$ cat config.mk
export PLATFORM = sky130hd
export DESIGN_NAME = uart_rx_sipo
export DESIGN_NICKNAME = d
export VERILOG_FILES = /design/src/rtl/uart_rx_sipo.sv
export SDC_FILE = /design/constraint.sdc
export NUM_CORES = 1
export LEC_CHECK = 0
export ABC_AREA = 1
export CAP_MARGIN = 20
export CORE_MARGIN = 4
export CORE_UTILIZATION = 30
export CTS_BUF_LIST = sky130_fd_sc_hd__clkbuf_16
export CTS_CLUSTER_SIZE = 28
export DETAILED_ROUTE_END_ITERATION = 8
export SLEW_MARGIN = 20
export SYNTH_ARGS = -nofsm -noshare
export SYNTH_HDL_FRONTEND = slang
export SYNTH_SLANG_ARGS = --single-unit
$ cat constraint.sdc
create_clock -name clk -period 1.9 [get_ports clk]
set_clock_uncertainty 0.15 [all_clocks]
set_input_delay 0.38 -clock clk [delete_from_list [all_inputs] [get_ports clk]]
set_output_delay 0.38 -clock clk [all_outputs]
set_load 0.02 [all_outputs]
$ cat src/rtl/uart_rx_sipo.sv
// uart_rx_sipo: UART receive stage. Synchronises the serial line, detects a
// start edge, samples each bit at mid-bit using an oversampling tick, and
// delivers the parallel word together with parity and framing status.
module uart_rx_sipo #(
    parameter int OVERSAMPLE  = 16,
    parameter int SYNC_STAGES = 2
) (
    input  logic       clk,
    input  logic       rst,
    input  logic       baud_tick,
    input  logic       rx_in,
    input  logic [1:0] parity_type,
    input  logic       stop_bits,
    input  logic       data_length,
    output logic [7:0] data_out,
    output logic       rx_done,
    output logic       rx_active,
    output logic       parity_error,
    output logic       stop_error
);

    localparam int CW = $clog2(OVERSAMPLE);
    localparam logic [CW-1:0] MID  = CW'(OVERSAMPLE / 2 - 1);
    localparam logic [CW-1:0] LAST = CW'(OVERSAMPLE - 1);

    localparam logic [2:0] S_IDLE   = 3'd0;
    localparam logic [2:0] S_START  = 3'd1;
    localparam logic [2:0] S_DATA   = 3'd2;
    localparam logic [2:0] S_PARITY = 3'd3;
    localparam logic [2:0] S_STOP   = 3'd4;

    // Line synchroniser and edge detector.
    logic [SYNC_STAGES-1:0] sync_q, sync_d;
    logic                   rx_d_q, rx_d_d;
    logic                   rx_s;

    // Receive FSM state and per-frame working registers.
    logic [2:0]    state_q, state_d;
    logic [CW-1:0] cnt_q, cnt_d;
    logic [2:0]    bit_idx_q, bit_idx_d;
    logic [7:0]    shift_q, shift_d;
    logic          par_bit_q, par_bit_d;
    logic          stop_idx_q, stop_idx_d;
    logic          stop_err_q, stop_err_d;

    // Frame configuration captured at start-edge time.
    logic [1:0] cfg_par_q, cfg_par_d;
    logic       cfg_stop2_q, cfg_stop2_d;
    logic       cfg_len8_q, cfg_len8_d;

    // Registered outputs.
    logic [7:0] data_out_q, data_out_d;
    logic       rx_done_q, rx_done_d;
    logic       rx_active_q, rx_active_d;
    logic       parity_error_q, parity_error_d;
    logic       stop_error_q, stop_error_d;

    logic       par_en;
    logic       par_odd;
    logic [2:0] last_idx;
    logic       par_xor;

    assign rx_s     = sync_q[SYNC_STAGES-1];
    assign par_en   = (cfg_par_q == 2'b01) || (cfg_par_q == 2'b10);
    assign par_odd  = (cfg_par_q == 2'b01);
    assign last_idx = cfg_len8_q ? 3'd7 : 3'd6;
    // Bit 7 of the shift register stays 0 in 7-bit frames, so it never
    // disturbs the parity sum.
    assign par_xor  = (^shift_q) ^ par_bit_q;

    // Synchroniser shift and one-clk delayed copy for start-edge detection.
    always_comb begin
        sync_d = {sync_q[SYNC_STAGES-2:0], rx_in};
        rx_d_d = rx_s;
    end

    // Receive FSM: edge detect, mid-bit sampling, frame completion.
    always_comb begin
        // NOTE: every variable gets a default first, so no path leaves one
        // unassigned and no latch is inferred.
        state_d        = state_q;
        cnt_d          = cnt_q;
        bit_idx_d      = bit_idx_q;
        shift_d        = shift_q;
        par_bit_d      = par_bit_q;
        stop_idx_d     = stop_idx_q;
        stop_err_d     = stop_err_q;
        cfg_par_d      = cfg_par_q;
        cfg_stop2_d    = cfg_stop2_q;
        cfg_len8_d     = cfg_len8_q;
        data_out_d     = data_out_q;
        rx_done_d      = 1'b0;
        parity_error_d = parity_error_q;
        stop_error_d   = stop_error_q;

        case (state_q)
            S_IDLE: begin
                if (rx_d_q && !rx_s) begin
                    state_d     = S_START;
                    cnt_d       = '0;
                    cfg_par_d   = parity_type;
                    cfg_stop2_d = stop_bits;
                    cfg_len8_d  = data_length;
                end
            end

            S_START: begin
                if (baud_tick) begin
                    if (cnt_q == MID) begin
                        if (!rx_s) begin
                            cnt_d     = '0;
                            shift_d   = '0;
                            bit_idx_d = '0;
                            state_d   = S_DATA;
                        end else begin
                            // Line went back high: glitch, not a start bit.
                            state_d = S_IDLE;
                        end
                    end else begin
                        cnt_d = cnt_q + CW'(1);
                    end
                end
            end

            S_DATA: begin
                if (baud_tick) begin
                    if (cnt_q == LAST) begin
                        cnt_d              = '0;
                        shift_d[bit_idx_q] = rx_s;
                        if (bit_idx_q == last_idx) begin
                            state_d    = par_en ? S_PARITY : S_STOP;
                            stop_idx_d = 1'b0;
                            stop_err_d = 1'b0;
                        end else begin
                            bit_idx_d = bit_idx_q + 3'd1;
                        end
                    end else begin
                        cnt_d = cnt_q + CW'(1);
                    end
                end
            end

            S_PARITY: begin
                if (baud_tick) begin
                    if (cnt_q == LAST) begin
                        cnt_d     = '0;
                        par_bit_d = rx_s;
                        state_d   = S_STOP;
                    end else begin
                        cnt_d = cnt_q + CW'(1);
                    end
                end
            end

            S_STOP: begin
                if (baud_tick) begin
                    if (cnt_q == LAST) begin
                        cnt_d      = '0;
                        stop_err_d = stop_err_q | ~rx_s;
                        if (stop_idx_q == cfg_stop2_q) begin
                            // Final stop sample: publish the frame and leave
                            // at mid-bit so a following start edge is caught.
                            state_d        = S_IDLE;
                            data_out_d     = {cfg_len8_q & shift_q[7], shift_q[6:0]};
                            parity_error_d = par_en & (par_odd ? ~par_xor : par_xor);
                            stop_error_d   = stop_err_q | ~rx_s;
                            rx_done_d      = 1'b1;
                        end else begin
                            stop_idx_d = 1'b1;
                        end
                    end else begin
                        cnt_d = cnt_q + CW'(1);
                    end
                end
            end

            default: begin
                state_d = S_IDLE;
                cnt_d   = '0;
            end
        endcase

        rx_active_d = (state_d != S_IDLE);
    end

    // State registers; the synchroniser resets to the idle line level.
    always_ff @(posedge clk or negedge rst) begin
        if (!rst) begin
            sync_q         <= '1;
            rx_d_q         <= 1'b1;
            state_q        <= S_IDLE;
            cnt_q          <= '0;
            bit_idx_q      <= '0;
            shift_q        <= '0;
            par_bit_q      <= 1'b0;
            stop_idx_q     <= 1'b0;
            stop_err_q     <= 1'b0;
            cfg_par_q      <= 2'b00;
            cfg_stop2_q    <= 1'b0;
            cfg_len8_q     <= 1'b1;
            data_out_q     <= 8'h00;
            rx_done_q      <= 1'b0;
            rx_active_q    <= 1'b0;
            parity_error_q <= 1'b0;
            stop_error_q   <= 1'b0;
        end else begin
            // NOTE: non-blocking assignments so every flop samples the
            // pre-edge values computed by the combinational block.
            sync_q         <= sync_d;
            rx_d_q         <= rx_d_d;
            state_q        <= state_d;
            cnt_q          <= cnt_d;
            bit_idx_q      <= bit_idx_d;
            shift_q        <= shift_d;
            par_bit_q      <= par_bit_d;
            stop_idx_q     <= stop_idx_d;
            stop_err_q     <= stop_err_d;
            cfg_par_q      <= cfg_par_d;
            cfg_stop2_q    <= cfg_stop2_d;
            cfg_len8_q     <= cfg_len8_d;
            data_out_q     <= data_out_d;
            rx_done_q      <= rx_done_d;
            rx_active_q    <= rx_active_d;
            parity_error_q <= parity_error_d;
            stop_error_q   <= stop_error_d;
        end
    end

    assign data_out     = data_out_q;
    assign rx_done      = rx_done_q;
    assign rx_active    = rx_active_q;
    assign parity_error = parity_error_q;
    assign stop_error   = stop_error_q;

endmodule
==> results of run 1 <==
-- worst reg2reg max path: cells and delay by family (launching register included) --
kind / cells / cell delay (ns)
adder cells (fa/ha/maj): 1 / 0.18
AND/OR/NAND/NOR: 6 / 0.92
flip-flops: 1 / 0.41
-- sequential cells by signal (all words and copies together) (netlist names), 2 cells and up --
signal	cells
state_q	3
bit_idx_q	3
cfg_par_q	2
shift_q	8
cnt_q	4
data_out	8
sync_q	2
-- through the flow --
| stage | instance area, µm² | instances | setup TNS (ns) |
|---|---|---|---|
| after global routing | 2920 | 435 | 0 |
| after detailed placement | 2710 | 425 | -1.43 |
| after global placement | 2710 | 425 | -1.47 |
| after floorplan | 2330 | 302 | 0 |
| after CTS | 2900 | 434 | 0 |
| final | 2920 | 435 | 0 |
-- worst max-delay path by stage --
stage / to / slack [ns] / cells after the start
after floorplan: shift_q[6] / 0.26 / 7
after global placement: bit_idx_q[0] / -0.10 / 11
after detailed placement: bit_idx_q[0] / -0.11 / 11
after CTS: parity_error / 0.08 / 7
after global routing: bit_idx_q[0] / 0.02 / 11
final: data_out[2] / 0.14 / 1
-- metal layers --
layer,up-vias,part of all wire
met5,-,0
met4,0,0.021
met3,9,0.037
met2,27,0.46
met1,916,0.49
li1,1037,-
-- power breakdown --
group,internal (mW),total [mW],switching [mW]
clock,0.623,0.961,0.338
combinational,0.437,1.06,0.626
sequential,0.968,1.06,0.0876
-- layout make-up --
| type | instances | area (µm²) |
|---|---|---|
| Multi-Input combinational cell | 215 | 1130 |
| Clock inverter | 3 | 47.5 |
| Tap cell | 99 | 124 |
| Inverter | 40 | 150 |
| Clock buffer | 5 | 125 |
| Fill cell | 763 | 4490 |
| Timing Repair Buffer | 33 | 330 |
| Sequential cell | 40 | 1010 |
-- placed cells by master (no fill, tap or decap), types with 2 or more instances in the layout --
master             n
dfrtp_1           36
nor2_4             3
nand2_1          101
inv_2              6
nand3_2            7
o21ai_1            3
nor3_1             7
buf_4             10
nor2_1            16
o21ai_2            7
o21ai_0            9
nand3_1           20
xor2_1             2
or2_2              5
clkdlybuf4s50_1   18
clkbuf_16          5
inv_1             34
nand4_1           13
xnor2_1            4
clkinv_4           2
o31ai_1            2
dfstp_2            4
buf_12             3
mux2_2             2
a21oi_1            5
ha_1               2
-- cell families (layout without fill, tap and decap cells) --
family                   Yosys count  count (layout)  synth area share
AND/OR/NAND/NOR                  176             176             0.356
adder cells (fa/ha/maj)            3               3            0.0161
multiplexers                       2               2           0.00965
AO/OA/AOI/OAI                     28              28            0.0761
XOR/XNOR                           6               6            0.0225
buffers and inverters             47              81            0.0885
flip-flops                        40              40             0.431
-- repair_timing --
action / in CTS / in global routing
hold buffers: 1 / 0
endpoints found under the setup margin: 0 / 16
buffers inserted: 0 / 1
gates resized for setup: 0 / 2
hold endpoints to repair: 15 / 0
==> summary.txt, run 1 <==
STA
  – Peak clock frequency supported by timing: 568 MHz
  – Share of the clock period used by the worst path: 0.926
  – Hold violation total from the final report: 0
  – Tmin final: 1.76 ns
  – Setup-violating endpoint count in the final report: 0
  – Worst hold slack across all endpoints: approximately 0.21 ns
  – Actual slew at the worst max-slew pin: about 0.47 ns
  – Slew HR: 0.688
  – Setup WS post-layout: between 0.1 and 0.15 ns
  – Slew Viols, Final: 0
  – Setup repair after global routing missed its margin: false

Place
  – Number of buffers inserted by port buffering: 19
  – Post-Place Setup Slack: -0.106 ns
  – Estimated wirelength of the detail-placed design: roughly 3.7 mm
  – Weighted congestion at the end of routability-driven global placement: roughly 0.84

Yosys
  – Ranking of synthesized cells by instance count: nand2_1 (101), dfrtp_1 (36), inv_1 (34)
  – Post-Synthesis Cells: 302
  – Yosys reg bits: 40
  – Dominant synthesized flop cell: dfrtp_1
  – Synthesized netlist net count: 313
  – Mean post-synth cell area: 7.73 µm²
  – Most frequent cell after synthesis: nand2_1
  – Share of the synthesized area in the top cell type: 0.386
  – Cell type contributing the most total cell area after synthesis: dfrtp_1
  – Synthesized area: 0.00233 mm²
  – Synth Warn #: 0
  – Synth top area cells: dfrtp_1 (39%), nand2_1 (16%), inv_1 (5.5%)
  – Sequential share of the synthesized area: 0.431
  – Async set or reset register ratio after synthesis: 1.00
  – Distinct cell type count after synthesis: 30
  – Post-synth EDFFs: 0

Floorplanning
  – Height of the die: 96.2 µm
  – Floorplan row count: 31
  – I/O pin total: 20
  – Die Outline Area: a little over 0.009 mm²
  – Effective utilization at floorplan: 0.315
  – Placeable core region: 0.00741 mm²
  – Die Width: between 90 and 100 µm

Clock network
  – Cell at the root of the clock tree: clkbuf_16
  – Number of sinks driven by the clock tree: 40
  – Depth of the CTS H-tree: 2
  – TritonCTS Buffers: 5
  – Clock latency of the later-clocked register in the worst-skew pair: 0.28 ns
  – Clock-pin slew reported for the worst setup and hold paths after clock tree synthesis: 0.06 ns
  – CTS tree: built
  – Worst-case clock buffer depth: 2

Min path
  – Worst Hold Path EP: sync_q[1]
  – Worst hold stages: 0
  – Path category of the worst min-delay check: flip-flop to flip-flop
  – Worst Min Path Start: sync_q[0]

Power and ir drop
  – Leakage power: 1.43 nW
  – Power density over the cells: 1060 mW/mm²
  – Total Power Consumption: 3.08 mW
  – Worst supply voltage drop on vdd: 0.517 mV

Cells and area
  – Count of antenna diodes in the layout: 0
  – Share of post-route cells with drive strength above 1: 0.182
  – Final #Nets: 346
  – Signed area change from the synthesized netlist to the final layout: 25.0%
  – Share of the core filled with cells: 0.394

Setup path
  – Worst reg-to-reg setup slack: 0.18 ns
  – Crit end category: output pin
  – Crit path launch: data_out[2]
  – R2r endpoint: parity_error
  – Depth of the worst register-to-register path: 7
  – Largest stage delay on the critical path: 0.60 ns
  – Crit path launch type: flip-flop
  – Crit path DAT: about 1.2 ns
  – Biggest fanout along the worst timing path: 2
  – Worst-path cell with the longest stage delay: clkdlybuf4s50_1
  – Top delay family on crit path: buffers and inverters
  – CP Buf/Inv Count: 1
  – Worst Setup Path Type: flip-flop to output pin
  – Critical path cell sequence: clkdlybuf4s50_1
  – Required time of the worst setup path: 1.37 ns
  – Reg2reg start: cnt_q[0]

Route
  – Iteration-0 DRC Markers: 55
  – Aggregate routed wire length: 4.62 mm
  – Post-route antenna net violation count: 0
  – Detailed-route wire length per cell: 10.6 µm
  – DRC violations left: 0
  – Number of detailed-routing iterations run before antenna repair: 4
  – Count of vias placed by the detailed router: 1989
  – Average via count per standard cell: 4.57

GRT
  – Antenna violations before repair: 0
  – GR Overflow Total: 0
  – GR Layer Usage met3: 0.0258
  – Routing layer with the top usage in global route: met2
  – GRT Util Overall: 0.111
  – Met2 demand-to-capacity share in global routing: 0.182
  – Maximum number of pins on one net before global-route repair: 23
  – Met1 layer usage reported by global route: 0.142
  – Vias in the first global route: 1878
  – Wire length of the first global-routing pass: 8.16 mm

Flow run
  – Max-cap check violation count: 0

Outcome
  – Outcome: complete, no violations
Note: power is estimated with default switching activity, not from simulation.
==> inputs of run 2 (changes only) <==
CORE_MARGIN = unset   (was 4)
==> run 2 against run 1 <==
Effect of this change:
- combinational power barely moved
- highest routed layer unchanged
- core utilization rose by 0.29 points
- worst setup slack got worse by 0.0011 ns
- global-route usage rose by 0.92 points
- count of clock-buffer cells in the layout did not move
- cell area rose by 0.21%
- via count did not move
- first-iteration DRC count rose by 58%
- total power fell by 5.2%
- cell count rose by 1.1%
==> summary.txt, run 2 (synthesized netlist as in run 1, its figures left out) <==
Min path
  – Worst hold stages: 0 (unchanged)
  – Path category of the worst min-delay check: flip-flop to flip-flop (unchanged)

Place
  – Estimated wirelength of the detail-placed design: 3.61 mm (was 3.66 mm)
  – Weighted congestion at the end of routability-driven global placement: 0.800 (was 0.845)
  – Total cell area at the placement stage: 0.00272 mm² (was 0.00271 mm²)
  – Number of buffers inserted by port buffering: 19 (unchanged)
  – Post-Place Setup Slack: -0.0799 ns (was -0.106 ns)

STA
  – Hold violation total from the final report: 0 (unchanged)
  – Slew Viols, Final: 0 (unchanged)
  – Tmin final: 1.76 ns (about the same)
  – Setup repair after global routing missed its margin: false (unchanged)
  – Setup-violating endpoint count in the final report: 0 (unchanged)
  – Actual slew at the worst max-slew pin: 0.376 ns (was 0.468 ns)
  – Share of the clock period used by the worst path: 0.927 (was 0.926)
  – Slew HR: 0.747 (was 0.688)
  – Final sum of negative setup slack: 0 ns (unchanged)
  – Setup WS post-layout: 0.139 ns (was 0.140 ns)
  – Peak clock frequency supported by timing: 568 MHz (about the same)

Outcome
  – Outcome: complete, no violations (unchanged)

Power and ir drop
  – Leakage power: 1.44 nW (was 1.43 nW)
  – Power density over the cells: 999 mW/mm² (was 1060 mW/mm²)
  – Relative contribution of the clock network to total power: 0.270 (was 0.312)
  – Fraction of power spent switching nets: 0.354 (was 0.341)
  – Total Power Consumption: 2.92 mW (was 3.08 mW)
  – Net switching power figure: 1.03 mW (was 1.05 mW)
  – Cell internal power dissipation: 1.89 mW (was 2.03 mW)
  – Worst supply voltage drop on vdd: 0.499 mV (was 0.517 mV)
  – Sequential share of power: 0.361 (was 0.343)
  – Comb power frac: 0.369 (was 0.345)

GRT
  – Maximum number of pins on one net before global-route repair: 22 (was 23)
  – GR Overflow Total: 0 (unchanged)
  – GRT Util Overall: 0.121 (was 0.111)
  – Antenna violations before repair: 0 (unchanged)
  – Wire length of the first global-routing pass: 8.07 mm (was 8.16 mm)
  – Vias in the first global route: 1844 (was 1878)

Floorplanning
  – I/O pin total: 20 (unchanged)
  – Effective utilization at floorplan: 0.317 (was 0.315)
  – Height of the die: 90.2 µm (was 96.2 µm)
  – Placeable core region: 0.00737 mm² (was 0.00741 mm²)
  – Die Width: 90.2 µm (was 96.2 µm)
  – Floorplan row count: 31 (unchanged)
  – Die Outline Area: 0.00814 mm² (was 0.00925 mm²)

Route
  – Post-route antenna net violation count: 0 (unchanged)
  – Count of vias placed by the detailed router: 1989 (unchanged)
  – Highest layer used for signal routing: met4 (unchanged)
  – Met1 wire length: 2.30 mm (was 2.25 mm)
  – Iteration-0 DRC Markers: 87 (was 55)
  – Met3 routed WL: 128 µm (was 169 µm)
  – Aggregate routed wire length: 4.69 mm (was 4.62 mm)
  – Number of detailed-routing iterations run before antenna repair: 5 (was 4)
  – Routed length on met2: 2.24 mm (was 2.11 mm)
  – Average via count per standard cell: 4.52 (was 4.57)
  – Detailed-route wire length per cell: 10.7 µm (was 10.6 µm)
  – DRC violations left: 0 (unchanged)

Clock network
  – Cell at the root of the clock tree: clkbuf_16 (unchanged)
  – Worst-case clock buffer depth: 2 (unchanged)
  – Clock latency of the later-clocked register in the worst-skew pair: 0.28 ns (about the same)
  – TritonCTS Buffers: 5 (unchanged)
  – Number of sinks driven by the clock tree: 40 (unchanged)
  – Clock-pin slew reported for the worst setup and hold paths after clock tree synthesis: 0.06 ns (about the same)
  – Depth of the CTS H-tree: 2 (unchanged)
  – CTS tree: built (unchanged)

Setup path
  – Required time of the worst setup path: 1.37 ns (about the same)
  – Crit path DAT: 1.23 ns (about the same)
  – Depth of the worst register-to-register path: 11 (was 7)
  – Total number of cells along the worst setup path: 1 (unchanged)
  – Largest stage delay on the critical path: 0.60 ns (about the same)
  – Worst Setup Path Type: flip-flop to output pin (unchanged)
  – CP Buf/Inv Count: 1 (unchanged)
  – Critical path cell sequence: clkdlybuf4s50_1 (unchanged)
  – Crit path launch type: flip-flop (unchanged)
  – Worst-path cell with the longest stage delay: clkdlybuf4s50_1 (unchanged)
  – Crit end category: output pin (unchanged)
  – Biggest fanout along the worst timing path: 2 (unchanged)
  – Top delay family on crit path: buffers and inverters (unchanged)

Cells and area
  – Commonest cells after routing, fill and taps aside: nand2_1 (101), inv_1 (36), dfrtp_1 (36), nand3_1 (20), clkdlybuf4s50_1 (18) (was nand2_1 (101), dfrtp_1 (36), inv_1 (34), nand3_1 (20), clkdlybuf4s50_1 (18))
  – Count of antenna diodes in the layout: 0 (unchanged)
  – Signed area change from the synthesized netlist to the final layout: 25.3% (was 25.0%)
  – Commonest non-fill, non-tap cell in the layout: nand2_1 (unchanged)
  – Share of post-route cells with drive strength above 1: 0.188 (was 0.182)
  – Final #Nets: 351 (was 346)
  – Post-route cell area: 0.00292 mm² (about the same)

Flow run
  – Max-cap check violation count: 0 (unchanged)
## run 2: path summary, 6_finish.rpt
check                       startpoint      endpoint  slack, ns
setup / recovery           data_out[7]   data_out[7]       0.14
hold / removal               sync_q[0]     sync_q[1]       0.20
setup reg to reg              cnt_q[1]  bit_idx_q[1]       0.18
hold reg to reg              sync_q[0]     sync_q[1]       0.20
max in group asynchronous          rst     sync_q[0]       0.85
min in group asynchronous          rst      cnt_q[3]       0.46
## run 2: layout make-up
| class | count | area (µm²) |
|---|---|---|
| clock inverter | 3 | 16.3 |
| multi-input combinational | 215 | 1130 |
| tap | 99 | 124 |
| fill | 779 | 4450 |
| timing repair buffer | 38 | 368 |
| clock buffer | 5 | 125 |
| inverter | 40 | 150 |
| sequential | 40 | 1010 |
## run 2: per-stage QoR
step | hold WS, ns | std cells | util
floorplan | -0.0656 | 302 | -
global placement | 0.196 | 428 | 0.370
detailed placement | 0.197 | 428 | 0.370
CTS | 0.205 | 437 | 0.390
global route | 0.209 | 440 | 0.397
finish | 0.204 | 440 | 0.397
## run 2: worst register-to-register path, delay by kind of cell (launching register included)
| kind | cells | cell delay, ns |
|---|---|---|
| fa+ha+maj | 1 | 0.18 |
| simple gates | 7 | 0.64 |
| flops | 1 | 0.41 |
| buf+inv | 3 | 0.24 |
## run 2: power groups by stage
stage          Combinational [mW]  Clock [mW]  Sequential [mW]
4_1_cts                      1.07       0.819             1.05
2_1_floorplan               0.751           0             1.06
3_3_place_gp                 1.04           0             1.06
3_5_place_dp                 1.07           0             1.06
6_report                     1.08       0.788             1.05
5_1_grt                      1.21       0.857             1.07
## run 2: what timing repair did
action	in CTS	in global routing
hold endpoints to repair	36	0
hold buffers	1	0
gates resized for setup	0	2
buffers inserted	0	3
endpoints found under the setup margin	0	20
## run 2: routing by layer
layer / vias up / global-route usage
li1: 1046 / -
met1: 906 / 0.158
met2: 33 / 0.204
met3: 4 / 0.0237
met4: 0 / 0.0282
met5: - / 0
==> inputs of run 3 (changes only) <==
HOLD_SLACK_MARGIN = 0.08   (was unset)
==> results of run 3 <==
The final DEF is identical to that of run 2; final timing and power are the same.
